==> src/rtl/sens_bus_pkg.sv <==
// Shared types and default widths for the sensor bus monitor.
package sens_bus_pkg;

  localparam int unsigned SENS_H_W   = 16;
  localparam int unsigned SENS_V_W   = 16;
  localparam int unsigned SENS_PIX_W = 14;
  localparam int unsigned SENS_LANES = 4;
  localparam int unsigned SENS_SUM_W = 32;

  typedef enum logic {
    ST_IDLE,
    ST_RUN
  } mon_state_t;

  typedef struct packed {
    logic                                    h_start;
    logic                                    v_start;
    logic                                    h_blank;
    logic                                    v_blank;
    logic [SENS_LANES-1:0][SENS_PIX_W-1:0]   pix_data;
  } sens_bus_t;

  typedef struct packed {
    logic [SENS_H_W-1:0]   h_total;
    logic [SENS_H_W-1:0]   h_active;
    logic [SENS_V_W-1:0]   v_total;
    logic [SENS_V_W-1:0]   v_active;
    logic [SENS_SUM_W-1:0] pix_sum;
    logic [15:0]           frame_cnt;
  } meas_t;

endpackage

==> src/rtl/sens_line_meas.sv <==
// Per-line cycle and active-beat counting with in-frame reference compare.
module sens_line_meas #(
  parameter int unsigned H_W = 16
) (
  input  logic           clk,
  input  logic           rst_n,
  input  logic           run,
  input  logic           line_start,
  input  logic           frame_start,
  input  logic           active,
  output logic [H_W-1:0] line_len,
  output logic [H_W-1:0] line_act,
  output logic [H_W-1:0] act_last,
  output logic           hlen_mis,
  output logic           hact_mis,
  output logic           ovf
);

  logic [H_W-1:0] hc;
  logic [H_W-1:0] bc;
  logic [H_W-1:0] h_ref;
  logic [H_W-1:0] a_ref;
  logic [H_W-1:0] last_act;
  logic           h_ref_vld;
  logic           a_ref_vld;
  logic           close;

  // A line only closes while running; the start edge from idle just opens one.
  assign close    = run & line_start;
  assign line_len = hc;
  assign line_act = bc;
  assign act_last = (bc != '0) ? bc : last_act;
  assign hlen_mis = close & h_ref_vld & (hc != h_ref);
  assign hact_mis = close & (bc != '0) & a_ref_vld & (bc != a_ref);
  assign ovf      = run & ~line_start & ((hc == '1) | (active & (bc == '1)));

  always_ff @(posedge clk or negedge rst_n) begin
    if (!rst_n) begin
      hc        <= '0;
      bc        <= '0;
      h_ref     <= '0;
      a_ref     <= '0;
      last_act  <= '0;
      h_ref_vld <= 1'b0;
      a_ref_vld <= 1'b0;
    end else begin
      if (line_start) begin
        hc <= H_W'(1);
        bc <= H_W'(active);
      end else if (run) begin
        if (hc != '1) hc <= hc + H_W'(1);
        if (active && bc != '1) bc <= bc + H_W'(1);
      end

      if (close) begin
        if (!h_ref_vld) begin
          h_ref     <= hc;
          h_ref_vld <= 1'b1;
        end
        if (bc != '0) begin
          last_act <= bc;
          if (!a_ref_vld) begin
            a_ref     <= bc;
            a_ref_vld <= 1'b1;
          end
        end
      end

      // Closing compares above used the old references; frame start drops them.
      if (frame_start) begin
        h_ref_vld <= 1'b0;
        a_ref_vld <= 1'b0;
        last_act  <= '0;
      end
    end
  end

endmodule

==> src/rtl/sens_bus_mon.sv <==
// Sensor bus receive monitor: per-frame timing, checksum and sticky protocol errors.
module sens_bus_mon
  import sens_bus_pkg::*;
#(
  parameter int unsigned H_W   = SENS_H_W,
  parameter int unsigned V_W   = SENS_V_W,
  parameter int unsigned PIX_W = SENS_PIX_W,
  parameter int unsigned LANES = SENS_LANES,
  parameter int unsigned SUM_W = SENS_SUM_W
) (
  input  logic                        clk_72m,
  input  logic                        xreset,
  input  logic                        sens_h_start,
  input  logic                        sens_v_start,
  input  logic                        sens_h_blank,
  input  logic                        sens_v_blank,
  input  logic [LANES-1:0][PIX_W-1:0] sens_pix_data,
  input  logic                        err_clr,
  output logic                        meas_valid,
  output logic [H_W-1:0]              h_total,
  output logic [H_W-1:0]              h_active,
  output logic [V_W-1:0]              v_total,
  output logic [V_W-1:0]              v_active,
  output logic [SUM_W-1:0]            pix_sum,
  output logic [15:0]                 frame_cnt,
  output logic                        err_sync,
  output logic                        err_hlen,
  output logic                        err_hact,
  output logic                        err_ovf
);

  mon_state_t     state;
  logic           in_run;
  logic           active;
  logic           line_start;
  logic           lc_sat;
  logic           alc_sat;
  logic           sync_set;
  logic [V_W-1:0] lc;
  logic [V_W-1:0] alc;
  logic [V_W-1:0] alc_next;
  logic [SUM_W-1:0] acc;
  logic [SUM_W-1:0] beat_sum;
  logic [SUM_W-1:0] beat_add;
  logic [H_W-1:0] line_len;
  logic [H_W-1:0] line_act;
  logic [H_W-1:0] act_last;
  logic           hlen_mis;
  logic           hact_mis;
  logic           line_ovf;

  assign in_run     = (state == ST_RUN);
  assign active     = ~sens_h_blank & ~sens_v_blank;
  // v_start alone still opens a new line so the frame restarts cleanly.
  assign line_start = sens_v_start | (sens_h_start & in_run);
  assign sync_set   = sens_v_start & ~sens_h_start;
  assign lc_sat     = in_run & ~sens_v_start & sens_h_start & (lc == '1);
  assign alc_sat    = in_run & line_start & (line_act != '0) & (alc == '1);
  assign alc_next   = ((line_act != '0) && (alc != '1)) ? alc + V_W'(1) : alc;
  assign beat_add   = active ? beat_sum : '0;

  always_comb begin
    beat_sum = '0;
    for (int unsigned i = 0; i < LANES; i++) begin
      beat_sum = beat_sum + SUM_W'(sens_pix_data[i]);
    end
  end

  sens_line_meas #(
    .H_W (H_W)
  ) u_line_meas (
    .clk         (clk_72m),
    .rst_n       (xreset),
    .run         (in_run),
    .line_start  (line_start),
    .frame_start (sens_v_start),
    .active      (active),
    .line_len    (line_len),
    .line_act    (line_act),
    .act_last    (act_last),
    .hlen_mis    (hlen_mis),
    .hact_mis    (hact_mis),
    .ovf         (line_ovf)
  );

  always_ff @(posedge clk_72m or negedge xreset) begin
    if (!xreset) begin
      state      <= ST_IDLE;
      meas_valid <= 1'b0;
      h_total    <= '0;
      h_active   <= '0;
      v_total    <= '0;
      v_active   <= '0;
      pix_sum    <= '0;
      frame_cnt  <= '0;
      lc         <= '0;
      alc        <= '0;
      acc        <= '0;
    end else begin
      meas_valid <= 1'b0;
      case (state)
        ST_IDLE: begin
          if (sens_v_start) begin
            state <= ST_RUN;
            lc    <= V_W'(1);
            alc   <= '0;
            acc   <= beat_add;
          end
        end
        ST_RUN: begin
          if (sens_v_start) begin
            h_total    <= line_len;
            h_active   <= act_last;
            v_total    <= lc;
            v_active   <= alc_next;
            pix_sum    <= acc;
            frame_cnt  <= frame_cnt + 16'd1;
            meas_valid <= 1'b1;
            lc         <= V_W'(1);
            alc        <= '0;
            acc        <= beat_add;
          end else begin
            if (sens_h_start) begin
              if (lc != '1) lc <= lc + V_W'(1);
              alc <= alc_next;
            end
            acc <= acc + beat_add;
          end
        end
        default: state <= ST_IDLE;
      endcase
    end
  end

  always_ff @(posedge clk_72m or negedge xreset) begin
    if (!xreset) begin
      err_sync <= 1'b0;
      err_hlen <= 1'b0;
      err_hact <= 1'b0;
      err_ovf  <= 1'b0;
    end else begin
      err_sync <= sync_set | (err_sync & ~err_clr);
      err_hlen <= hlen_mis | (err_hlen & ~err_clr);
      err_hact <= hact_mis | (err_hact & ~err_clr);
      err_ovf  <= line_ovf | lc_sat | alc_sat | (err_ovf & ~err_clr);
    end
  end

endmodule

==> config.mk <==
export PLATFORM = sky130hd
export DESIGN_NAME = sens_bus_mon
export DESIGN_NICKNAME = d
export VERILOG_FILES = /design/src/rtl/sens_bus_pkg.sv /design/src/rtl/sens_line_meas.sv /design/src/rtl/sens_bus_mon.sv
export SDC_FILE = /design/constraint.sdc
export NUM_CORES = 1
export LEC_CHECK = 0
export BUFFER_PORTS_ARGS = -buffer_cell sky130_fd_sc_hd__buf_2
export CAP_MARGIN = 20
export CORE_AREA = 3 3 223 225
export DETAILED_ROUTE_END_ITERATION = 7
export DIE_AREA = 0 0 226 228
export PLACE_DENSITY = 0.5
export SYNTH_ARGS = -nofsm -noshare
export SYNTH_HDL_FRONTEND = slang
export SYNTH_SLANG_ARGS = --single-unit
==> constraint.sdc <==
create_clock -name clk_72m -period 3.11 [get_ports clk_72m]
set_input_delay 0 -clock clk_72m [delete_from_list [all_inputs] [get_ports clk_72m]]
set_output_delay 0 -clock clk_72m [all_outputs]
set_load 0.005 [all_outputs]
Yosys cells after proc, flatten, opt, wreduce, memory -nomap -nowiden
Index checks and enable logic that the tools add are counted.
{"block": "totals", "romBits": 0, "ramBits": 0, "out_inout_bits": 117, "n_memories": 0, "word_cells": 128, "latchBits": 0, "reg_bits": 264, "in_bits": 63}
{"block": "op_classes", "n_shift": 0, "reduce_logical": 16, "n_eq_ne": 13, "div": 0, "bitwise": 37, "add_sub_neg": 9, "muxes": 31, "n_lt_le_gt_ge": 0, "n_mul": 0}
{"cell": "$mux 16", "n": 17}
{"cell": "$mux 32", "n": 3}
{"cell": "$add 16x1->16 const B", "n": 5}
{"cell": "$eq 16x16->1 const B", "n": 4}
{"cell": "$ne 16x16->1 const B", "n": 4}
{"cell": "$pmux 16 s2", "n": 2}
{"cell": "$pmux 32 s2", "n": 1}
{"cell": "$add 32x32->32", "n": 1}
{"cell": "$ne 16x16->1", "n": 2}
{"cell": "$and 1x1->1", "n": 20}
{"cell": "$add 16x14->17", "n": 1}
{"cell": "$add 15x14->16", "n": 1}
{"cell": "$reduce_bool 16->1", "n": 1}
{"cell": "$add 14x14->15", "n": 1}
{"cell": "$reduce_and 2->1", "n": 6}
{"cell": "$reduce_bool 2->1", "n": 5}
{"cell": "$not 1->1", "n": 9}
{"cell": "$mux 1", "n": 8}
{"cell": "$or 1x1->1", "n": 8}
{"cell": "$reduce_and 3->1", "n": 2}
{"cell": "$ne 3x2->1 const B", "n": 1}
{"cell": "$ne 3x3->1 const B", "n": 1}
{"cell": "$logic_and 1x1->1", "n": 2}
{"cell": "$ne 2x2->1 const B", "n": 1}

Logic depth before layout (Yosys ltp)
{"block": "depth", "ltp_word": 8, "mapped_depth": 21}

By module
A second synthesis with hierarchy kept.
{"block": "unflattened", "cells_unflattened": 1566, "hier_area_um2": 14569.0}
{"module": "sens_bus_mon", "cells_each": 1146, "seq_area_each_um2": 4554.4, "n_inst": 1, "area_each_um2": 10181.0}
{"module": "sens_line_meas", "cells_each": 420, "seq_area_each_um2": 2052.0, "n_inst": 1, "area_each_um2": 4388.0}

Worst setup path before layout
No wires, ideal clock.
{"block": "synth_timing", "kind": "in2reg", "startpoint": "input port sens_pix_data[7] (netlist name)", "endpoint": "register acc[24]", "path_slack_ns": -1.192, "arrival_ns": 4.177, "setup_ns": 0.125, "path_stages": 16, "path_cell_list": "inv_1 -> fa_1 -> fa_1 -> inv_1 -> ha_1 -> or3_4 -> o32a_1 -> a311o_1 -> and3_4 -> ha_1 -> o21ai_0 -> a211oi_1 -> and3_1 -> o21ai_2 -> a21boi_0 -> mux2_2"}
{"block": "synth_via", "elab_chain_len": 7}
{"element": "start, declared", "line": "sens_bus_mon.sv:17", "rtl": "input logic [LANES-1:0][PIX_W-1:0] sens_pix_data,"}
{"element": "$add 14x14->15", "line": "sens_bus_mon.sv:65", "rtl": "beat_sum = beat_sum + SUM_W'(sens_pix_data[i]);"}
{"element": "$add 15x14->16", "line": "sens_bus_mon.sv:65"}
{"element": "$add 16x14->17", "line": "sens_bus_mon.sv:65"}
{"element": "$mux 32", "line": "sens_bus_mon.sv:60", "rtl": "assign beat_add = active ? beat_sum : '0;"}
{"element": "$add 32x32->32", "line": "sens_bus_mon.sv:127", "rtl": "acc <= acc + beat_add;"}
{"element": "$mux 32", "line": "sens_bus_mon.sv:111", "rtl": "if (sens_v_start) begin"}
{"element": "$pmux 32 s2", "line": "sens_bus_mon.sv:101", "rtl": "case (state)"}
{"element": "end signal, assigned", "line": "sens_bus_mon.sv:107", "rtl": "acc <= beat_add;"}
{"element": "end signal, assigned", "line": "sens_bus_mon.sv:121", "rtl": "acc <= beat_add;"}
{"element": "end signal, assigned", "line": "sens_bus_mon.sv:127"}
{"element": "end, declared", "line": "sens_bus_mon.sv:42", "rtl": "logic [SUM_W-1:0] acc;"}
Every way passes these cells.
A chain may end at the register's enable or synchronous reset.

Worst setup path in the final report
{"block": "layout_timing", "startpoint": "input port sens_pix_data[15] (netlist name)", "endpoint": "register acc[28]"}
The elaborated chain is that of the path after synthesis.

==> results.sh <==
export IMPL_synth_area_top_cells="dfrtp_1 (45%), nand2_1 (7.9%), xnor2_1 (4.0%)"
export IMPL_ios=180
export IMPL_finalWorstSetupSlack_ns=-0.772
export IMPL_drt_wl_total_um=39700
export IMPL_tightest_slew_ns=0.828
export IMPL_drive_gt1_frac=0.292
export IMPL_fin_util=0.403
export IMPL_dpl_hpwl_um=27600
export IMPL_numCtsBuffers=34
export IMPL_cts_tree="built"
export IMPL_gp_congestion=0.848
export IMPL_slew_violations=0
export IMPL_vdd_drop_max_uv=316
export IMPL_fmax_mhz=258
export IMPL_cp_num_cells=22
export IMPL_fin_setup_tns_ns=-15.55
export IMPL_synth_area_mm2=0.0147
export IMPL_setup_viol=25
export IMPL_start_kind="input pin"
export IMPL_yosysSeqAreaShare=0.448
export IMPL_dieArea_mm2=0.0515
export IMPL_path_clk_slew_ns=0.06
export IMPL_hold_viol_final=0
export IMPL_syn_inst=1573
export IMPL_status="finished, violations left"
export IMPL_h_tree_depth=2
export IMPL_clock_skew_ns=0.0161
export IMPL_whs_ns=0.0780
export IMPL_crit_path_cell_trace="buf_8, inv_4, fa_1, fa_1, inv_2, ha_4, inv_2, fa_2, nor2b_2, o31a_1, buf_6, o311ai_4, nand2_2, buf_4, a41o_1, ha_4, nand2_2, nor2_2, and3_4, o21ai_4, a21boi_2, mux2_2"
export IMPL_critPathMaxFanout=6
export IMPL_routedWlPerCell_um=16.0
export IMPL_worstHoldPathType="in -> async"
export IMPL_yosysTopAreaCellShare=0.448
export IMPL_syn_nets=1702
export IMPL_fin_crit_sh=1.25
export IMPL_cp_required_ns=3.52
export IMPL_min_period_ns=3.88
export IMPL_dpl_cell_count=2394
export IMPL_worstSkewPairLatency_ns=0.53
export IMPL_syn_avg_cell_area_um2=9.37
export IMPL_drcViolationCount=0
export IMPL_slew_headroom=0.448
export IMPL_grt_pass1_vias=12200
export IMPL_ys_seq_elements=264
export IMPL_cts_root_buf="clkbuf_16"
export IMPL_dpl_cell_area_mm2=0.0171
export IMPL_yosysMostFrequentCell="nand2_1"
export IMPL_grt_usage=0.155
export IMPL_worst_r2r_cell_count=7
export IMPL_numPortBuffers=179
export IMPL_yosysWarnings=0
export IMPL_yosysTopAreaCell="dfrtp_1"
export IMPL_antenna_found_initial=0
export IMPL_grt_start_max_net_pins=128
export IMPL_vias=11900
export IMPL_p_per_area_mw_per_mm2=614
export IMPL_syn_to_final_growth_pct=30.5
export IMPL_synth_distinct_cells=88
export IMPL_core_area_mm2=0.0477
export IMPL_drt_iter0_drc=685
export IMPL_dr_pass1_iters=5
export IMPL_nets=1977
export IMPL_synthArstFlopShare=1.00
export IMPL_crit_path_end_kind="flop"
export IMPL_crit_buf_inv=6
export IMPL_synth_edf_count=0
export IMPL_p_leak_nw=9.30
export IMPL_cts_path_max_buffers=3
export IMPL_n_antenna_cell=0
export IMPL_path_delay_family="adder cells"
export IMPL_grt_first_pass_wirelength_um=65300
export IMPL_synth_common_cells="nand2_1 (309), dfrtp_1 (264), nor2_1 (114)"
export IMPL_slowest_stage="fa_1"
export IMPL_vias_per_cell=4.80
export IMPL_clock_sinks=264
export IMPL_grt_remaining_overflow=0
export IMPL_arrival_ns=4.30
export IMPL_rows=80
export IMPL_violations="negative setup slack"
export IMPL_cap_violations=0
export IMPL_path_class="in -> reg"
export IMPL_die_h_um=228
export IMPL_postRouteAntennaNets=0
export IMPL_rsz0062_at_grt="true"
export IMPL_fin_cells=2485
export IMPL_initial_utilization=0.309
export IMPL_fin_area_mm2=0.0192
export IMPL_critical_path_max_stage_delay_ns=0.54
export IMPL_ys_flop_type="dfrtp_1"
export IMPL_die_x_um=226
==> repair_timing <==
item | in CTS | in global routing
resized for setup | 79 | 54
hold endpoints to repair | 115 | 0
hold buffers | 6 | 0
setup endpoints to repair | 27 | 28
pin swaps | 45 | 42
setup buffers | 19 | 10
==> path summary, 6_finish.rpt <==
path	slack (ns)	endpoint	startpoint
setup / recovery	-0.77	acc[28]	sens_pix_data[15]
hold / removal	0.08	frame_cnt[15]	xreset
setup reg to reg	0.31	u_line_meas.line_act[9]	in_run
hold reg to reg	0.47	h_total[9]	h_total[9]
max in group asynchronous	1.96	pix_sum[13]	xreset
min in group clk_72m	0.13	u_line_meas.line_act[0]	sens_v_blank
==> state kept, by name, summed over array words and instances, names as in the netlist, 16 cells and up <==
name                  cells
acc                      32
alc                      16
frame_cnt                16
h_active                 16
h_total                  16
lc                       16
pix_sum                  32
u_line_meas.a_ref        16
u_line_meas.h_ref        16
u_line_meas.last_act     16
u_line_meas.line_act     16
u_line_meas.line_len     16
v_active                 16
v_total                  16
==> stage by stage <==
step	total power [mW]	worst slack, ns
floorplan	5.69	-0.943
global placement	6.91	-1.41
detailed placement	6.94	-1.46
CTS	11.7	-0.733
global route	12.5	-0.948
finish	11.8	-0.772
==> routing by layer <==
metal,GRT usage,up-vias,part of all wire
met4,0.0387,0,0.020
met5,0,-,0
met2,0.253,204,0.47
met3,0.0301,54,0.043
li1,-,5857,-
met1,0.212,5816,0.47
==> cell families (layout without fill, tap and decap cells) <==
| kind of cell | count (synthesis) | in the layout | synth area share |
|---|---|---|---|
| AOI/OAI and AO/OA | 229 | 229 | 0.107 |
| xor gates and xnor gates | 127 | 127 | 0.0755 |
| adders and majority gates | 66 | 66 | 0.0708 |
| buffers and inverters | 181 | 478 | 0.0492 |
| DFF | 264 | 264 | 0.448 |
| muxes | 58 | 58 | 0.0463 |
| and+or+nand+nor | 648 | 648 | 0.203 |
==> placed cells by master (no fill, tap or decap), drive strengths merged, types with 4 or more instances in the layout <==
master,count
buf,319
nand2,309
dfrtp,264
nor2,115
inv,95
xnor2,68
o21ai,65
xor2,59
a21oi,57
mux2,51
clkbuf,49
nand3,45
nand4,40
ha,37
and3,36
fa,29
nor3,26
nor2b,23
a22o,16
and2,13
a21o,10
o21a,9
nor4,9
a31oi,9
or3,9
o211ai,8
and4,7
mux2i,7
a211oi,7
bufinv,6
dlygate4sd3,6
nand4b,5
a21boi,5
nor3b,5
o31ai,4
==> where the power goes <==
group / internal [mW] / switching, mW / total, mW / leakage (nW)
combinational: 1.86 / 1.80 / 3.66 / 5.13
clock: 2.70 / 1.54 / 4.24 / 0.577
sequential: 3.67 / 0.244 / 3.91 / 3.60
total: 8.23 / 3.58 / 11.8 / 9.30
==> layout make-up <==
type / instances / area (um2)
Clock inverter: 9 / 201
Fill cell: 4723 / 28500
Tap cell: 615 / 769
Sequential cell: 264 / 6610
Multi-Input combinational cell: 1128 / 8150
Inverter: 95 / 367
Timing Repair Buffer: 325 / 2140
Clock buffer: 49 / 988
Note: power is estimated with default switching activity, not from simulation.
